## config.mk

```make
export PLATFORM = sky130hd
export DESIGN_NAME = vend_txn_scheduler_flat
export DESIGN_NICKNAME = d
export VERILOG_FILES = /design/src/rtl/vend_txn_scheduler_if.sv /design/src/rtl/vend_txn_scheduler.sv /design/src/flat_wrapper.sv
export SDC_FILE = /design/constraint.sdc
export NUM_CORES = 1
export LEC_CHECK = 0
export CAP_MARGIN = 10
export CORE_MARGIN = 5
export CORE_UTILIZATION = 48
export DETAILED_ROUTE_END_ITERATION = 10
export PLACE_DENSITY = 0.85
export SLEW_MARGIN = 40
export SYNTH_ARGS = -nofsm -noshare
export SYNTH_HDL_FRONTEND = slang
export SYNTH_SLANG_ARGS = --single-unit
```

## constraint.sdc

```tcl
create_clock -name clk -period 2 [get_ports clk]
set_input_delay 0.2 -clock clk [delete_from_list [all_inputs] [get_ports clk]]
set_output_delay 0.2 -clock clk [all_outputs]
set_load 0.1 [all_outputs]
```

## src/rtl/vend_txn_scheduler_if.sv

```systemverilog
// rtl/vend_txn_scheduler_if.sv - requester/datapath bundle for the vending transaction scheduler
interface vend_txn_scheduler_if #(
    parameter int COUNT_W = 8
);
    logic               req_cust;
    logic               req_omoney;
    logic               req_osupply;
    logic [2:0]         product_in;
    logic [3:0]         money_in;
    logic [3:0]         qty_in;
    logic               redlight_in;

    logic [2:0]         grant;
    logic               costumer_mode;
    logic               owner_money_mode;
    logic               owner_supply_mode;
    logic [2:0]         product;
    logic [3:0]         costumer_money;
    logic [3:0]         quantitiy;
    logic               busy;
    logic               done;
    logic               err;
    logic [COUNT_W-1:0] txn_count;
    logic [COUNT_W-1:0] err_count;

    modport master (
        output req_cust, req_omoney, req_osupply,
        output product_in, money_in, qty_in, redlight_in,
        input  grant, costumer_mode, owner_money_mode, owner_supply_mode,
        input  product, costumer_money, quantitiy,
        input  busy, done, err, txn_count, err_count
    );

    modport slave (
        input  req_cust, req_omoney, req_osupply,
        input  product_in, money_in, qty_in, redlight_in,
        output grant, costumer_mode, owner_money_mode, owner_supply_mode,
        output product, costumer_money, quantitiy,
        output busy, done, err, txn_count, err_count
    );
endinterface

```

## src/rtl/vend_txn_scheduler.sv

```systemverilog
// rtl/vend_txn_scheduler.sv - round-robin transaction sequencer for the vending datapath
module vend_txn_scheduler #(
    parameter int SETTLE_CYCLES = 2,
    parameter int COUNT_W       = 8
) (
    input  logic               clk,
    input  logic               rst_n,
    vend_txn_scheduler_if.slave bus
);
    typedef enum logic [2:0] {
        S_IDLE,
        S_GRANT,
        S_FIRE,
        S_SETTLE,
        S_REPORT
    } state_t;

    localparam logic [3:0] SETTLE_LOAD = 4'(SETTLE_CYCLES - 1);

    state_t             state;
    logic [1:0]         ptr;
    logic [1:0]         win;
    logic [3:0]         settle_cnt;
    logic [2:0]         grant_q;
    logic               cm_q;
    logic               om_q;
    logic               os_q;
    logic [2:0]         product_q;
    logic [3:0]         money_q;
    logic [3:0]         qty_q;
    logic               busy_q;
    logic               done_q;
    logic               err_q;
    logic [COUNT_W-1:0] txn_q;
    logic [COUNT_W-1:0] errc_q;

    logic [2:0]         req_vec;
    logic [1:0]         cand1;
    logic [1:0]         cand2;
    logic [1:0]         pick;

    function automatic logic [1:0] inc3(input logic [1:0] v);
        return (v == 2'd2) ? 2'd0 : v + 2'd1;
    endfunction

    // Priority starts at ptr and rotates upward; only indices 0..2 exist.
    always_comb begin
        req_vec = {bus.req_osupply, bus.req_omoney, bus.req_cust};
        cand1   = inc3(ptr);
        cand2   = inc3(cand1);
        pick    = cand2;
        if (req_vec[ptr]) begin
            pick = ptr;
        end else if (req_vec[cand1]) begin
            pick = cand1;
        end
    end

    always_ff @(posedge clk or negedge rst_n) begin
        if (!rst_n) begin
            state      <= S_IDLE;
            ptr        <= 2'd0;
            win        <= 2'd0;
            settle_cnt <= 4'd0;
            grant_q    <= 3'b000;
            cm_q       <= 1'b0;
            om_q       <= 1'b0;
            os_q       <= 1'b0;
            product_q  <= 3'd0;
            money_q    <= 4'd0;
            qty_q      <= 4'd0;
            busy_q     <= 1'b0;
            done_q     <= 1'b0;
            err_q      <= 1'b0;
            txn_q      <= '0;
            errc_q     <= '0;
        end else begin
            case (state)
                S_IDLE: begin
                    if (|req_vec) begin
                        win       <= pick;
                        grant_q   <= 3'(3'b001 << pick);
                        product_q <= bus.product_in;
                        money_q   <= bus.money_in;
                        qty_q     <= bus.qty_in;
                        busy_q    <= 1'b1;
                        state     <= S_GRANT;
                    end
                end
                S_GRANT: begin
                    grant_q <= 3'b000;
                    cm_q    <= (win == 2'd0);
                    om_q    <= (win == 2'd1);
                    os_q    <= (win == 2'd2);
                    state   <= S_FIRE;
                end
                S_FIRE: begin
                    cm_q       <= 1'b0;
                    om_q       <= 1'b0;
                    os_q       <= 1'b0;
                    settle_cnt <= SETTLE_LOAD;
                    state      <= S_SETTLE;
                end
                S_SETTLE: begin
                    // redlight_in is only meaningful once the datapath has committed.
                    if (settle_cnt == 4'd0) begin
                        err_q  <= bus.redlight_in;
                        done_q <= 1'b1;
                        state  <= S_REPORT;
                    end else begin
                        settle_cnt <= settle_cnt - 4'd1;
                    end
                end
                S_REPORT: begin
                    done_q <= 1'b0;
                    err_q  <= 1'b0;
                    txn_q  <= txn_q + {{(COUNT_W-1){1'b0}}, 1'b1};
                    if (err_q && (errc_q != {COUNT_W{1'b1}})) begin
                        errc_q <= errc_q + {{(COUNT_W-1){1'b0}}, 1'b1};
                    end
                    ptr    <= inc3(win);
                    busy_q <= 1'b0;
                    state  <= S_IDLE;
                end
                default: begin
                    state <= S_IDLE;
                end
            endcase
        end
    end

    always_ff @(posedge clk) begin
        if (rst_n) begin
            assert ($onehot0({cm_q, om_q, os_q}));
            assert ($onehot0(grant_q));
        end
    end

    assign bus.grant             = grant_q;
    assign bus.costumer_mode     = cm_q;
    assign bus.owner_money_mode  = om_q;
    assign bus.owner_supply_mode = os_q;
    assign bus.product           = product_q;
    assign bus.costumer_money    = money_q;
    assign bus.quantitiy         = qty_q;
    assign bus.busy              = busy_q;
    assign bus.done              = done_q;
    assign bus.err               = err_q;
    assign bus.txn_count         = txn_q;
    assign bus.err_count         = errc_q;
endmodule

```

## src/flat_wrapper.sv

```systemverilog
// flat-port wrapper written by rule: the top's interface ports become plain ports
module vend_txn_scheduler_flat 
#(
    parameter int SETTLE_CYCLES = 2,
    parameter int COUNT_W       = 8
)
  (clk, rst_n, bus_req_cust, bus_req_omoney, bus_req_osupply, bus_product_in, bus_money_in, bus_qty_in, bus_redlight_in, bus_grant, bus_costumer_mode, bus_owner_money_mode, bus_owner_supply_mode, bus_product, bus_costumer_money, bus_quantitiy, bus_busy, bus_done, bus_err, bus_txn_count, bus_err_count);
  vend_txn_scheduler_if #(.COUNT_W(COUNT_W)) bus_i ();
  input  logic clk;
  input  logic rst_n;
  input wire logic [$bits(bus_i.req_cust)-1:0] bus_req_cust;
  input wire logic [$bits(bus_i.req_omoney)-1:0] bus_req_omoney;
  input wire logic [$bits(bus_i.req_osupply)-1:0] bus_req_osupply;
  input wire logic [$bits(bus_i.product_in)-1:0] bus_product_in;
  input wire logic [$bits(bus_i.money_in)-1:0] bus_money_in;
  input wire logic [$bits(bus_i.qty_in)-1:0] bus_qty_in;
  input wire logic [$bits(bus_i.redlight_in)-1:0] bus_redlight_in;
  output wire logic [$bits(bus_i.grant)-1:0] bus_grant;
  output wire logic [$bits(bus_i.costumer_mode)-1:0] bus_costumer_mode;
  output wire logic [$bits(bus_i.owner_money_mode)-1:0] bus_owner_money_mode;
  output wire logic [$bits(bus_i.owner_supply_mode)-1:0] bus_owner_supply_mode;
  output wire logic [$bits(bus_i.product)-1:0] bus_product;
  output wire logic [$bits(bus_i.costumer_money)-1:0] bus_costumer_money;
  output wire logic [$bits(bus_i.quantitiy)-1:0] bus_quantitiy;
  output wire logic [$bits(bus_i.busy)-1:0] bus_busy;
  output wire logic [$bits(bus_i.done)-1:0] bus_done;
  output wire logic [$bits(bus_i.err)-1:0] bus_err;
  output wire logic [$bits(bus_i.txn_count)-1:0] bus_txn_count;
  output wire logic [$bits(bus_i.err_count)-1:0] bus_err_count;
  assign bus_i.req_cust = bus_req_cust;
  assign bus_i.req_omoney = bus_req_omoney;
  assign bus_i.req_osupply = bus_req_osupply;
  assign bus_i.product_in = bus_product_in;
  assign bus_i.money_in = bus_money_in;
  assign bus_i.qty_in = bus_qty_in;
  assign bus_i.redlight_in = bus_redlight_in;
  assign bus_grant = bus_i.grant;
  assign bus_costumer_mode = bus_i.costumer_mode;
  assign bus_owner_money_mode = bus_i.owner_money_mode;
  assign bus_owner_supply_mode = bus_i.owner_supply_mode;
  assign bus_product = bus_i.product;
  assign bus_costumer_money = bus_i.costumer_money;
  assign bus_quantitiy = bus_i.quantitiy;
  assign bus_busy = bus_i.busy;
  assign bus_done = bus_i.done;
  assign bus_err = bus_i.err;
  assign bus_txn_count = bus_i.txn_count;
  assign bus_err_count = bus_i.err_count;
  vend_txn_scheduler #(.SETTLE_CYCLES(SETTLE_CYCLES), .COUNT_W(COUNT_W)) u_core (.clk(clk), .rst_n(rst_n), .bus(bus_i));
endmodule
```

==> results.json <==
{
  "die_h_um": 76.1,
  "synthCells": 205,
  "num_vias": 1688,
  "post_drt_wl_per_cell_um": 13.8,
  "layout-drive-gt1-share_pct": 24.3,
  "numCtsBuffers": 5,
  "hold_viol": 0,
  "syn_area_um2": 2090,
  "ant_nets": 0,
  "cts-resized-gates": 0,
  "die-area_um2": 5780,
  "n_antenna_cell": 0,
  "cts_tree": "yes",
  "synth_area_leader_cell": "dfrtp_1",
  "grt.busiest_layer": "met2",
  "tns_ps": 0,
  "use_met3_pct": 5.56,
  "cp-end-kind": "register",
  "fmax_mhz": 614,
  "syn_area_per_cell_um2": 10.2,
  "grt_usage_pct": 16.1,
  "drtIter0Drc": 91,
  "mostFrequentLayoutCells": "54 x nand2_1, 43 x buf_4, 42 x dfrtp_1, 15 x clkdlybuf4s50_1, 13 x nor2_1",
  "dp_hpwl_um": 3340,
  "area_delta_synth_final_pct": 31.3,
  "slew_violations": 0,
  "cts.sinks": 47,
  "fin_skew_ps": 6.74,
  "start_util_pct": 48.8,
  "setup_viol": 0,
  "critPathLaunchType": "register",
  "antenna_found_initial": 0,
  "hp-class": "input pin to async pin",
  "grt_pass1_wl_um": 7880,
  "outcome": "completed",
  "holdWs_ps": 410,
  "portBuffers": 52,
  "grt_util_met1_pct": 20.9,
  "via_per_inst": 5.28,
  "cp.arrival_ps": 1820,
  "reg2reg_to": "u_core.bus.err$_DFFE_PN0P_",
  "synthTopCellsByArea": "dfrtp_1 56%, nand2_1 9.7%, xnor2_1 3.8%",
  "rrSetupSlack_ps": 370,
  "ioPinCount": 53,
  "final_common_cell": "nand2_1",
  "crit_fanout": 4,
  "clk_pin_slew_ps": 80,
  "rows": 24,
  "path_class": "register to register",
  "fin_crit_sh_pct": 81.5,
  "worstMarginPinSlew_ps": 540,
  "htreeDepth": 2,
  "place_congestion": 0.831,
  "drtPass1Iterations": 4,
  "ys_ff_latch": 47,
  "ys_types": 40,
  "drc": 0,
  "fin_crit_ps": 1630,
  "cap_violations": 0,
  "design_area_um2": 2750,
  "clock_latency_ps": 300,
  "ys_seq_area_share_pct": 56.2,
  "core_area_um2": 4290,
  "dpl-instance-area_um2": 2630,
  "r2r_start": "u_core.settle_cnt[0]$_DFFE_PN0P_",
  "synth_fp_nets": 226,
  "finalWirelength_um": 4400,
  "rsz0062_at_grt": "false",
  "die_x_um": 76.1,
  "grt_remaining_overflow": 0,
  "synthDominantCellAreaShare_pct": 56.2,
  "ctsLongestPathBuffers": 2,
  "clock-root-buffer": "clkbuf_8",
  "use_met2_pct": 25.5,
  "cp_data_required_time_ps": 2190,
  "grt_pass1_vias": 1740,
  "fin_nets": 288,
  "yosysWarnings": 0,
  "rr_worst_depth": 6,
  "slew_headroom_pct": 64.0,
  "grt_max_degree": 26
}
## cell usage after synthesis, drive strengths merged
library cell,instances
o31ai,1
nand3b,2
and3b,1
inv,8
o21ai,4
or4,1
mux2i,1
xor2,5
nor2b,1
nand2,54
nand4,7
a21o,1
and3,2
a31oi,1
a21oi,3
nor4,2
o2bb2ai,1
ha,4
nand3,9
dfrtp,47
and2,1
nor2,14
buf,6
a211oi,1
mux2,3
o211ai,1
or3b,2
a32o,1
nor3b,2
xnor2,9
a22o,1
a31o,1
nand2b,4
nor3,4
## kinds of logic (layout without fill, tap and decap cells)
logic type / Yosys count / after routing / synth area share (%)
and+or+nand+nor: 106 / 106 / 24.9
DFF: 47 / 47 / 56.2
AOI/OAI and AO/OA: 16 / 16 / 5.80
xor gates and xnor gates: 14 / 14 / 5.85
buffers and inverters: 14 / 77 / 2.87
adders and majority gates: 4 / 4 / 2.39
muxes: 4 / 4 / 2.09
## routing by layer
metal | up-vias | routed length [um]
met5 | - | 0
li1 | 811 | -
met4 | 0 | 64
met3 | 8 | 347
met2 | 60 | 2050
met1 | 809 | 1950
## cell type report
type                    instances  area, um^2
inverters                       8        30.0
well taps                      52        65.1
fillers                       356        1540
clock inverters                 1        30.0
repair buffers                 61         508
multi-input cells             144         858
clock buffers                   7        76.3
flip-flops and latches         47        1180
## registers in the layout, indices dropped and copies added (netlist names)
signal and flops:
u_core.bus.busy 1, u_core.bus.costumer_mode 1, u_core.bus.costumer_money 4, u_core.bus.done 1, u_core.bus.err 1, u_core.bus.err_count 8
u_core.bus.grant 3, u_core.bus.owner_money_mode 1, u_core.bus.owner_supply_mode 1, u_core.bus.product 3, u_core.bus.quantitiy 4, u_core.bus.txn_count 8
u_core.ptr 2, u_core.settle_cnt 4, u_core.state 3, u_core.win 2
## worst max-delay path: stages, from the launching register on
cell	delay (ps)
dfrtp_1	400
inv_1	110
ha_1	140
or3b_2	480
nor2_1	140
nand2_1	120
mux2i_1	130
## stage by stage
step | worst slack, ps | std cells | util [%]
CTS | 376 | 320 | 64.0
global placement | 228 | 311 | 61.3
global route | 287 | 320 | 64.0
detailed placement | 197 | 311 | 61.3
finish | 371 | 320 | 64.0
floorplan | 11.1 | 205 | -
## worst max path at each step
stage	from	endpoint	slack, ps
6_report	u_core.settle_cnt[0]$_DFFE_PN0P_	u_core.bus.err$_DFFE_PN0P_	370
5_1_grt	u_core.state[0]$_DFFE_PN0P_	u_core.bus.costumer_money[3]$_DFFE_PN0P_	290
4_1_cts	u_core.settle_cnt[0]$_DFFE_PN0P_	u_core.bus.err$_DFFE_PN0P_	380
3_5_place_dp	bus_req_cust	u_core.bus.costumer_money[3]$_DFFE_PN0P_	200
3_3_place_gp	bus_req_cust	u_core.bus.grant[0]$_DFFE_PN0P_	230
2_1_floorplan	u_core.bus.err_count[7]$_DFFE_PN0P_	u_core.bus.err_count[1]$_DFFE_PN0P_	10
## what timing repair did
| action | CTS | global route |
|---|---|---|
| endpoints found under the hold margin | 22 | 0 |
| hold buffers | 1 | 0 |
| buffers inserted | 0 | 0 |
Power is not shown: default switching activity piles up to over one toggle a cycle in this logic, so the estimate is an artifact.
